$ cat src/rtl/uart_program_loader.sv
// UART 8N1 receiver plus frame loader writing 32-bit words into instruction memory.
// Latency: rx_valid 1 clk after the stop-bit sample; wr_en 1 clk after the 4th byte of a word.
// Backpressure: none; the memory write port must accept a write on every wr_en pulse.
module uart_program_loader #(
    parameter int CLKS_PER_BIT = 434,
    parameter int MAX_WORDS    = 64,
    parameter int TIMEOUT_CLKS = 50_000_000
) (
    input  logic        clk,
    input  logic        rst,
    input  logic        rx,
    output logic        wr_en,
    output logic [31:0] wr_addr,
    output logic [31:0] wr_data,
    output logic        loading,
    output logic        done,
    output logic        err,
    output logic [7:0]  rx_byte,
    output logic        rx_valid
);
    localparam int            CW        = $clog2(CLKS_PER_BIT);
    localparam logic [CW-1:0] HALF_LAST = CW'(CLKS_PER_BIT / 2 - 1);
    localparam logic [CW-1:0] BIT_LAST  = CW'(CLKS_PER_BIT - 1);
    localparam int            TW        = $clog2(TIMEOUT_CLKS + 1);
    localparam logic [TW-1:0] TO_LAST   = TW'(TIMEOUT_CLKS - 1);
    localparam logic [7:0]    MAX_N     = 8'(MAX_WORDS);
    localparam logic [7:0]    HDR       = 8'hA5;

    typedef enum logic [1:0] {R_IDLE, R_START, R_DATA, R_STOP} rx_state_t;
    typedef enum logic [1:0] {L_HDR, L_CNT, L_WORD, L_CSUM} ld_state_t;

    // ---------------- receive path ----------------
    logic          rx_meta, rx_s;
    rx_state_t     r_state, r_next;
    logic [CW-1:0] bit_cnt;
    logic [2:0]    bit_idx;
    logic [7:0]    shreg;
    logic          shift_en, byte_ok, byte_bad, frame_err;

    // Idle-high synchroniser so reset never looks like a start bit
    always_ff @(posedge clk or negedge rst) begin
        if (!rst) begin
            rx_meta <= 1'b1;
            rx_s    <= 1'b1;
        end else begin
            rx_meta <= rx;
            rx_s    <= rx_meta;
        end
    end

    always_comb begin
        r_next   = r_state;
        shift_en = 1'b0;
        byte_ok  = 1'b0;
        byte_bad = 1'b0;
        case (r_state)
            R_IDLE:  if (!rx_s) r_next = R_START;
            R_START: if (bit_cnt == HALF_LAST) r_next = rx_s ? R_IDLE : R_DATA;
            R_DATA: begin
                if (bit_cnt == BIT_LAST) begin
                    shift_en = 1'b1;
                    if (bit_idx == 3'd7) r_next = R_STOP;
                end
            end
            R_STOP: begin
                if (bit_cnt == BIT_LAST) begin
                    r_next   = R_IDLE;
                    byte_ok  = rx_s;
                    byte_bad = !rx_s;
                end
            end
            default: r_next = R_IDLE;
        endcase
    end

    always_ff @(posedge clk or negedge rst) begin
        if (!rst) begin
            r_state   <= R_IDLE;
            bit_cnt   <= '0;
            bit_idx   <= '0;
            shreg     <= '0;
            rx_byte   <= '0;
            rx_valid  <= 1'b0;
            frame_err <= 1'b0;
        end else begin
            r_state <= r_next;
            if (r_next != r_state || r_state == R_IDLE || shift_en)
                bit_cnt <= '0;
            else
                bit_cnt <= bit_cnt + CW'(1);
            if (r_state == R_START)
                bit_idx <= '0;
            else if (shift_en)
                bit_idx <= bit_idx + 3'd1;
            if (shift_en)
                shreg <= {rx_s, shreg[7:1]};
            if (byte_ok)
                rx_byte <= shreg;
            rx_valid  <= byte_ok;
            frame_err <= byte_bad;
        end
    end

    // ---------------- frame loader ----------------
    ld_state_t     l_state, l_next;
    logic [7:0]    n_words, word_idx, csum;
    logic [1:0]    byte_k;
    logic [23:0]   word_lo;
    logic [TW-1:0] to_cnt;
    logic          start, fail, good, wr_fire, abort;

    // A late byte wins over a coincident timeout
    assign abort = frame_err || (loading && !rx_valid && to_cnt == TO_LAST);

    always_comb begin
        l_next  = l_state;
        start   = 1'b0;
        fail    = 1'b0;
        good    = 1'b0;
        wr_fire = 1'b0;
        case (l_state)
            L_HDR: begin
                if (rx_valid && rx_byte == HDR) begin
                    start  = 1'b1;
                    l_next = L_CNT;
                end
            end
            L_CNT: begin
                if (rx_valid) begin
                    if (rx_byte > MAX_N) begin
                        fail   = 1'b1;
                        l_next = L_HDR;
                    end else if (rx_byte == 8'd0) begin
                        l_next = L_CSUM;
                    end else begin
                        l_next = L_WORD;
                    end
                end
            end
            L_WORD: begin
                if (rx_valid && byte_k == 2'd3) begin
                    wr_fire = 1'b1;
                    if (word_idx + 8'd1 == n_words) l_next = L_CSUM;
                end
            end
            L_CSUM: begin
                if (rx_valid) begin
                    good   = (rx_byte == csum);
                    fail   = (rx_byte != csum);
                    l_next = L_HDR;
                end
            end
            default: l_next = L_HDR;
        endcase
        if (l_state != L_HDR && abort) begin
            fail    = 1'b1;
            good    = 1'b0;
            wr_fire = 1'b0;
            l_next  = L_HDR;
        end
    end

    always_ff @(posedge clk or negedge rst) begin
        if (!rst) begin
            l_state  <= L_HDR;
            wr_en    <= 1'b0;
            wr_addr  <= '0;
            wr_data  <= '0;
            loading  <= 1'b0;
            done     <= 1'b0;
            err      <= 1'b0;
            n_words  <= '0;
            word_idx <= '0;
            csum     <= '0;
            byte_k   <= '0;
            word_lo  <= '0;
            to_cnt   <= '0;
        end else begin
            l_state <= l_next;
            wr_en   <= wr_fire;
            if (start) begin
                done     <= 1'b0;
                err      <= 1'b0;
                loading  <= 1'b1;
                csum     <= '0;
                word_idx <= '0;
                byte_k   <= '0;
            end
            if (fail) begin
                err     <= 1'b1;
                loading <= 1'b0;
            end
            if (good) begin
                done    <= 1'b1;
                loading <= 1'b0;
            end
            if (rx_valid && (l_state == L_CNT || l_state == L_WORD))
                csum <= csum ^ rx_byte;
            if (rx_valid && l_state == L_CNT)
                n_words <= rx_byte;
            if (rx_valid && l_state == L_WORD) begin
                byte_k <= byte_k + 2'd1;
                if (byte_k != 2'd3)
                    word_lo[{byte_k, 3'b000} +: 8] <= rx_byte;
            end
            if (wr_fire) begin
                wr_addr  <= {22'd0, word_idx, 2'b00};
                wr_data  <= {rx_byte, word_lo};
                word_idx <= word_idx + 8'd1;
            end
            // Holds the number of clks elapsed since the last received byte
            if (rx_valid)
                to_cnt <= TW'(1);
            else if (loading)
                to_cnt <= to_cnt + TW'(1);
            else
                to_cnt <= '0;
        end
    end
endmodule

$ cat config.mk
export PLATFORM = sky130hd
export DESIGN_NAME = uart_program_loader
export DESIGN_NICKNAME = d
export VERILOG_FILES = /design/src/rtl/uart_program_loader.sv
export SDC_FILE = /design/constraint.sdc
export NUM_CORES = 1
export LEC_CHECK = 0
export CORE_MARGIN = 8
export CORE_UTILIZATION = 35
export CTS_CLUSTER_DIAMETER = 80
export CTS_CLUSTER_SIZE = 40
export DETAILED_ROUTE_END_ITERATION = 12
export REMOVE_ABC_BUFFERS = 1
export SETUP_SLACK_MARGIN = 0.2
export SYNTH_ARGS = -nofsm -noshare
export SYNTH_HDL_FRONTEND = slang
export SYNTH_SLANG_ARGS = --single-unit
$ cat constraint.sdc
create_clock -name clk -period 2.5 [get_ports clk]
set_input_delay 0.5 -clock clk [delete_from_list [all_inputs] [get_ports clk]]
set_output_delay 0.5 -clock clk [all_outputs]
set_load 0.02 [all_outputs]
# --- Word-level counts from Yosys, hierarchy flattened ---
# Cells that the tools add are included.
totals:
  regBits: 156
  latchBits: 0
  mem_bits_rw: 0
  mem_bits_ro: 0
  out_inout_bits: 77
  n_memories: 0
op_classes:
  add_sub_neg: 6
  n_mul: 0
  div: 0
  magnitude_cmp: 1
  n_eq_ne: 22
  shifts: 2
  n_mux: 52
  bitwise: 1
  n_reduce_logical: 27
op_table:
  columns: ["cell", "count"]
  rows:
  - ["26-bit two-way mux", 2]
  - ["2-bit two-way mux", 15]
  - ["26-bit by 1-bit adder with 26-bit output, second input constant", 1]
  - ["26-bit == test, second input constant", 1]
  - ["1-bit two-way mux", 25]
  - ["24-bit bitwise mux", 1]
  - ["8-bit two-way mux", 3]
  - ["8-bit by 7-bit variable shift with 24-bit output, first input constant", 1]
  - ["8-bit by 7-bit variable part select with 24-bit output", 1]
  - ["8-bit == test", 2]
  - ["2-bit case mux with 4 select lines", 2]
  - ["3-bit inequality test, second input constant", 5]
  - ["2-bit nonzero test", 7]
  - ["2-bit == test, second input constant", 5]
  - ["9-bit by 1-bit adder with 9-bit output, second input constant", 1]
  - ["9-bit by 8-bit == test with 1-bit output, second input constant", 1]
  - ["9-bit == test, second input constant", 1]
  - ["9-bit two-way mux", 1]
  - ["8-bit by 1-bit adder with 8-bit output, second input constant", 1]
  - ["8-bit == test, second input constant", 1]
  - ["8-bit by 7-bit > comparator with 1-bit output, second input constant", 1]
  - ["1-bit logical AND", 8]
  - ["8-bit zero test", 1]
  - ["8-bit inequality test", 1]
  - ["16 further kinds", 23]

# --- Longest topological paths before layout ---
# Gate-level depths: netlist of the first run.
depth:
  word_depth: 8
  depth_mapped: 8
  depth_no_buf: 8

# --- Worst setup path after synthesis of the first run ---
# Ideal clock, no wire load.
synth_path:
  path_type: "reg2reg"
  from: "reg l_state[0]"
  to: "reg wr_addr[2]"
  arrival_ns: 1.797
  required_time_ns: 2.375
  path_slack_ns: 0.579
  stages_incl_launch_ff: 7
  path_buffers: 1
  period_less_slack_ns: 1.921
  path_cell_list: "dfrtp_1 inv_1 ha_1 nand3_1 a311oi_4 buf_4 mux2_2"
synth_between:
  elab_chain_cells: 3
synth_rtl:
  columns: ["element", "line", "rtl"]
  rows:
  - ["start, declared", "105", "ld_state_t l_state, l_next;"]
  - ["start signal, assigned", "179", "l_state <= l_next;"]
  - ["2-bit == test / 2-bit nonzero test (equally long branches)", "121, 155", null]
  - ["1-bit two-way mux / 1-bit logical AND (equally long branches)", "121, 155", null]
  - ["1-bit two-way mux (*)", "155", "if (l_state != L_HDR && abort) begin"]
  - ["end signal, assigned", "207", "wr_addr <= {22'd0, word_idx, 2'b00};"]
  - ["end, declared", "13", "output logic [31:0] wr_addr,"]
# Every way passes the cells marked *; elsewhere a longest branch is shown, timed or not.
# A chain may end at the register's enable or synchronous reset.

# --- Final worst setup path of the first run ---
layout_path:
  from: "reg rx_byte[5]"
  to: "out rx_byte[5]"
layout_rtl:
  columns: ["element", "line", "rtl"]
  rows:
  - ["start, declared", "18", "output logic [7:0] rx_byte,"]
  - ["start signal, assigned", "98", "rx_byte <= shreg;"]
# No word-level cell between the ends.

==> results of run 1 <==
## power breakdown
group | switching [mW] | total, mW | leakage [nW] | internal, mW
Clock | 1.17 | 2.60 | 0.286 | 1.43
Sequential | 0.00151 | 2.53 | 2.16 | 2.53
Combinational | 0.0821 | 0.0924 | 1.57 | 0.0104
## Yosys cell counts (2+ instances only)
library cell and instances:
buf_4 30, mux2i_1 3, and4_1 5, a21o_1 4
o2bb2ai_1 2, buf_6 2, o21a_1 2, inv_1 13
a21oi_1 3, nor3_1 6, nor2_1 52, nor3b_1 3
nor4bb_1 2, xor2_1 27, nand4_1 16, clkbuf_1 17
nand2_1 103, dfstp_2 2, nand2b_1 4, mux2_2 56
xnor2_1 18, nand3_1 32, o21ai_0 57, and3_1 7
o211ai_1 4, dfrtp_1 154, or2b_2 2, nor2b_1 6
and3_2 3, and2_1 5, a31oi_1 3, nor4_1 4
or4_1 2, ha_1 17
## layer usage
layer | vias up | wire [µm]
met5 | - | 0
met4 | 0 | 176
met3 | 15 | 694
met2 | 98 | 7230
met1 | 2516 | 7390
li1 | 2498 | -
## final timing paths
check                                  end  slack (ps)  cells past startpoint
worst min-delay path            wr_addr[6]          30                      1
worst min register to register        rx_s         360                      0
min in group clk                      rx_s         360                      0
worst max register to register  wr_data[9]         350                      7
worst max-delay path            rx_byte[5]         290                      1
max in group asynchronous          rx_meta        1790                      2
## registers in the layout, indices dropped and copies added, names as in the netlist, 2 cells and up
| name | flops |
|---|---|
| wr_data | 32 |
| wr_addr | 8 |
| n_words | 8 |
| rx_byte | 8 |
| word_idx | 8 |
| word_lo | 24 |
| shreg | 8 |
| bit_cnt | 9 |
| bit_idx | 3 |
| byte_k | 2 |
| r_state | 2 |
| l_state | 2 |
| csum | 8 |
| to_cnt | 26 |
## layout by cell type, fill, tap and decap left out, drive strengths merged, types with 3 or more instances in the layout
| cell type | synthesis | final |
|---|---|---|
| buf | 32 | 25 |
| o211ai | 4 | 4 |
| nor3 | 6 | 6 |
| conb | 1 | 24 |
| and2 | 5 | 5 |
| mux2 | 56 | 56 |
| nor2b | 6 | 6 |
| and3 | 10 | 10 |
| xnor2 | 18 | 18 |
| nor3b | 3 | 3 |
| xor2 | 27 | 27 |
| nand2 | 103 | 103 |
| nand4 | 16 | 16 |
| nand3 | 33 | 33 |
| clkinv | 1 | 4 |
| inv | 13 | 21 |
| nor2 | 53 | 53 |
| and4 | 6 | 6 |
| mux2i | 3 | 3 |
| dfrtp | 154 | 154 |
| clkdlybuf4s50 | 0 | 53 |
| ha | 17 | 17 |
| a21o | 5 | 5 |
| nor4 | 5 | 5 |
| a21oi | 4 | 4 |
| nand2b | 4 | 4 |
| clkinvlp | 0 | 3 |
| o21ai | 57 | 57 |
| a31oi | 3 | 3 |
| clkbuf | 19 | 18 |
## through the flow
stage / instances / hold slack (ps)
finish: 1054 / 31.5
global route: 1054 / 59.4
global placement: 1019 / 346
CTS: 1051 / 48.5
floorplan: 667 / 204
detailed placement: 1019 / 348
## cells by family (layout without fill, tap and decap cells)
| kind of cell | Yosys count | count (layout) |
|---|---|---|
| fa+ha+maj | 17 | 17 |
| xor+xnor | 45 | 45 |
| simple gates | 262 | 262 |
| flops | 156 | 156 |
| buf+inv | 65 | 126 |
| mux | 59 | 59 |
| compound gates | 90 | 90 |
| other cells | 1 | 24 |
## layout make-up
cell class,count,area (µm²),area share [%]
Multi-Input combinational cell,497,3220,36.1
Clock buffer,17,425,4.77
Clock inverter,15,176,1.98
Tap cell,275,344,3.86
Inverter,14,52.6,0.589
Sequential cell,156,3910,43.8
Timing Repair Buffer,80,792,8.88
## repair_timing
action	4_1_cts	5_1_grt
setup endpoints to repair	0	48
resized for setup	0	7
setup buffers	0	2
==> qor.yml, run 1 <==
outcome:
  run_status: "finished clean"
critical_path:
  r2r_start: "l_state[0]"
  crit_buf_inv: 1
  cp-startpoint: "rx_byte[5]"
  max_stage_delay_ps: 700
  path_max_fanout: 9
  critPathTopFamily: "buffers and inverters"
  path_cells: "clkdlybuf4s50_1"
  crit_required_ps: 2000
  path_class: "register to output port"
  crit_path_top_delay_cell: "clkdlybuf4s50_1"
  end_kind: "output port"
  crit_arrival_ps: 1710
  cp-start-kind: "register"
synth:
  synthMuxAreaShare_pct: 8.90
  yosysTopAreaCellShare_pct: 51.9
  synth_ff_type: "dfrtp_1"
  synthXorXnorAreaFrac_pct: 5.31
  synth-edff-count: 0
  syn_avg_cell_area_um2: 10.7
  yosys-top-cells-area: "dfrtp_1, mux2_2, nand2_1"
  ys_seq_area_share_pct: 52.6
  syn_inst: 695
  synth-compound-area-share_pct: 7.72
  ys_types: 63
  synth_largest_area_cell: "dfrtp_1"
  syn_area_um2: 7420
  synth_simple_gate_area_share_pct: 17.4
  synthArstFlopShare_pct: 100
  ys_ff_latch: 156
  synth_warnings: 0
  synth_top_family_by_area: "simple AND/OR/NAND/NOR gates"
  synth_adder_area_share_pct: 2.87
grt:
  grt_pass1_wl_um: 26200
  antenna_found_initial: 0
  use_met1_pct: 16.2
  grt_pass1_vias: 5134
  busiest_layer: "met2"
  met2_usage_pct: 19.3
  grt_start_max_net_pins: 55
  grt-ovfl-total: 0
  grt_usage_pct: 12.2
  grt_use_met3_pct: 3.33
clocking:
  cts-buffers-inserted: 17
  clock_sinks: 156
  cts_buffer_depth: 2
  cts_tree: "built"
  ctsRootBufferMaster: "clkbuf_16"
  htreeDepth: 4
  hold_buffers: 0
  clock_latency_ps: 430
  clk_pin_slew_ps: 70
floorplan:
  rows: 53
  die_area_um2: 26100
  ios: 80
  initial_utilization_pct: 35.5
  core-area_um2: 20900
  die_x_um: 162
  die_h_um: 162
run:
  cap_violations: 0
sta:
  timing.fmax_mhz: 452
  rsz0062_at_grt: "no"
  fin_crit_sh_pct: 88.5
  fin_skew_ps: 13.1
  fin_tns_setup_ps: 0
  worst_pin_slew_ps: 592
  worst_slack_ps: 286
  hold_viol: 0
  slew_headroom_pct: 60.4
  drv_slew: 0
  setup_viol: 0
  fin_crit_ps: 2210
layout:
  areaGrowthSynthToFinish_pct: 20.2
  fill_cells: 1982
  final_area_um2: 8920
  utilization_pct: 42.7
  nNetsFinal: 786
  drive_gt1_share_pct: 17.7
  diodes: 0
drt:
  wirelength_um: 15500
  wl_per_cell_um: 14.7
  ant_nets: 0
  post-route-drc-count: 0
  dr.first_iter.drc_count: 353
  drtPass1Iterations: 5
  vias: 5127
  via_per_inst: 4.86
pwr:
  ir_drop_mv: 0.427
  p_per_area_nw_per_um2: 585
  leakagePower_nw: 4.01
  p_total_mw: 5.22
place:
  post_dp_cell_area_um2: 8280
  gp_congestion: 0.767
  io_buffers: 55
  place_ws_ps: 293
  hpwl_um: 10500
worst_hold_path:
  hp-class: "primary input to async pin"
No activity file was read; power rests on OpenSTA's default activity.
==> run 2: changes to the inputs <==
--- a/config.mk
+++ b/config.mk
@@ -11,7 +11,7 @@
 export CTS_CLUSTER_SIZE = 40
 export DETAILED_ROUTE_END_ITERATION = 12
 export REMOVE_ABC_BUFFERS = 1
-export SETUP_SLACK_MARGIN = 0.2
+export SETUP_SLACK_MARGIN = 0.15
 export SYNTH_ARGS = -nofsm -noshare
 export SYNTH_HDL_FRONTEND = slang
 export SYNTH_SLANG_ARGS = --single-unit
==> run 2 against run 1 <==
  * Global-route usage unchanged
  * Sequential share of layout area about the same
  * Critical path type unchanged
  * Sequential cell count unchanged
  * First-iteration DRC count decreased by 5.7%
  * Clock skew increased by 1.4 ps
  * Cell count unchanged
  * Largest cell class unchanged
  * Sequential power about the same
==> qor.yml, run 2 (same netlist as run 1, synthesis figures left out) <==
layout:
  areaGrowthSynthToFinish_pct: 20.1  # about the same
  fill_cells: 1981  # -0.050%
  diodes: 0  # unchanged
  largest_reg_flops: 32  # unchanged
  drive_gt1_share_pct: 17.3  # -0.39 points
  layout_common_cells: "dfrtp_1, nand2_1, o21ai_0"
  fin_cells: 1054  # unchanged
  top_register: "wr_data"
  nNetsFinal: 786  # unchanged
  final_common_cell: "dfrtp_1"
  top_regs: "wr_data x32, to_cnt x26, word_lo x24"
critical_path:
  end_kind: "output port"
  crit_required_ps: 2000  # about the same
  cp-start-kind: "register"
  cp-startpoint: "rx_byte[2]"
  max_stage_delay_ps: 700  # about the same
  path_max_fanout: 9  # unchanged
  path_class: "register to output port"
  crit_arrival_ps: 1760  # +50 ps
  critPathTopFamily: "buffers and inverters"
  crit_path_top_delay_cell: "clkdlybuf4s50_1"
  r2r_start: "l_state[0]"
  path_cells: "clkdlybuf4s50_1"
  crit_buf_inv: 1  # unchanged
drt:
  wirelength_um: 15500  # -0.11%
  drtPass1Iterations: 4  # -1
  vias: 5120  # -0.14%
  via_per_inst: 4.86  # -0.14%
  ant_nets: 0  # unchanged
  wl_per_cell_um: 14.7  # -0.11%
  post-route-drc-count: 0  # unchanged
  dr.first_iter.drc_count: 333  # -5.7%
floorplan:
  die_x_um: 162  # unchanged
  initial_utilization_pct: 35.5  # unchanged
  rows: 53  # unchanged
  core-area_um2: 20900  # unchanged
  ios: 80  # unchanged
  die_h_um: 162  # unchanged
  die_area_um2: 26100  # unchanged
sta:
  worst_pin_slew_ps: 589  # -2.35 ps
  fin_crit_ps: 2260  # +50.2 ps
  drv_slew: 0  # unchanged
  slew_headroom_pct: 60.5  # +0.16 points
  hold_viol: 0  # unchanged
  fin_tns_setup_ps: 0  # unchanged
  fin_crit_sh_pct: 90.6  # +2.0 points
  timing.fmax_mhz: 442  # -2.2%
  setup_viol: 0  # unchanged
  rsz0062_at_grt: "no"
  fin_skew_ps: 14.5  # +1.43 ps
pwr:
  p_int_mw: 3.97  # about the same
  comb_power_share_pct: 1.8  # about the same
  netSwitchingFraction_pct: 23.9  # -0.13 points
  leakagePower_nw: 4.00  # -0.39%
  p_clk_share_pct: 49.8  # about the same
  power.share.sequential_pct: 48.5  # about the same
  p_per_area_nw_per_um2: 585  # about the same
  p_switching_mw: 1.25  # -0.69%
  ir_drop_mv: 0.426  # about the same
grt:
  antenna_found_initial: 0  # unchanged
  grt_pass1_wl_um: 26200  # unchanged
  grt_pass1_vias: 5134  # unchanged
  grt_usage_pct: 12.2  # unchanged
  grt-ovfl-total: 0  # unchanged
  grt_start_max_net_pins: 55  # unchanged
clocking:
  clock_sinks: 156  # unchanged
  clk_pin_slew_ps: 70  # about the same
  hold_buffers: 0  # unchanged
  clock_latency_ps: 420  # about the same
  ctsRootBufferMaster: "clkbuf_16"
  cts_buffer_depth: 2  # unchanged
  cts_tree: "built"
  cts-buffers-inserted: 17  # unchanged
  htreeDepth: 4  # unchanged
worst_hold_path:
  hp-class: "primary input to async pin"
place:
  place_inst: 1019  # unchanged
  gp_congestion: 0.767  # unchanged
  io_buffers: 55  # unchanged
  hpwl_um: 10500  # unchanged
run:
  cap_violations: 0  # unchanged
outcome:
  run_status: "finished clean"
run 2: cell count changes in the layout (fill, tap and decap cells not counted), sizes merged:
cell and delta:
clkdlybuf4s50 +1, dlymetal6s2s -1
run 2: power groups by stage:
stage	combinational (mW)	sequential, mW	clock [mW]
2_1_floorplan	0.0312	2.58	0
3_3_place_gp	0.0957	2.58	0
3_5_place_dp	0.0954	2.58	0
4_1_cts	0.0956	2.53	2.65
5_1_grt	0.108	2.53	2.79
6_report	0.0922	2.53	2.59
run 2: stage by stage:
step                      instance area, µm²  hold slack [ps]  worst slack [ps]  power [mW]  utilization (%)
after floorplan                         7180              204              -457        2.61                -
after global placement                  8280              346               383        2.67             39.6
after detailed placement                8280              348               293        2.67             39.6
after CTS                               8880             48.5               224        5.27             42.5
after global routing                    8920             59.5               152        5.42             42.7
final                                   8920             29.5               236        5.21             42.7
run 2: worst paths after layout:
path	slack, ps	cells past startpoint	end
max reg2reg	280	7	wr_data[9]
min reg2reg	360	0	rx_s
min in group clk	360	0	rx_s
max in group asynchronous	1780	2	wr_data[9]
min	30	1	wr_addr[6]
max	240	1	rx_byte[2]
run 2: timing repair:
action	CTS	global route
endpoints found under the setup margin	0	25
hold endpoints to repair	0	0
resized for setup	0	3
setup buffers	0	2
run 2: area by class of cell:
| class | count | area, µm² | share of cell area [%] |
|---|---|---|---|
| flip-flops and latches | 156 | 3910 | 43.8 |
| well taps | 275 | 344 | 3.86 |
| clock inverters | 15 | 176 | 1.98 |
| inverters | 14 | 52.6 | 0.589 |
| multi-input cells | 497 | 3220 | 36.1 |
| repair buffers | 80 | 790 | 8.85 |
| clock buffers | 17 | 425 | 4.77 |
run 2: layer usage:
layer  GRT usage, %  vias to the layer above  part of all wire, %
met5              0                        -                    0
met4           3.32                        0                 0.69
met3           3.33                        8                  4.3
met2           19.3                       92                   47
met1           16.2                     2524                   48
li1               -                     2496                    -
==> run 3: changes to the inputs <==
--- a/config.mk
+++ b/config.mk
@@ -8,7 +8,6 @@
 export CORE_MARGIN = 8
 export CORE_UTILIZATION = 35
 export CTS_CLUSTER_DIAMETER = 80
-export CTS_CLUSTER_SIZE = 40
 export DETAILED_ROUTE_END_ITERATION = 12
 export REMOVE_ABC_BUFFERS = 1
 export SETUP_SLACK_MARGIN = 0.15
==> results of run 3 <==
The final DEF is identical to that of run 2; final timing and power are the same.
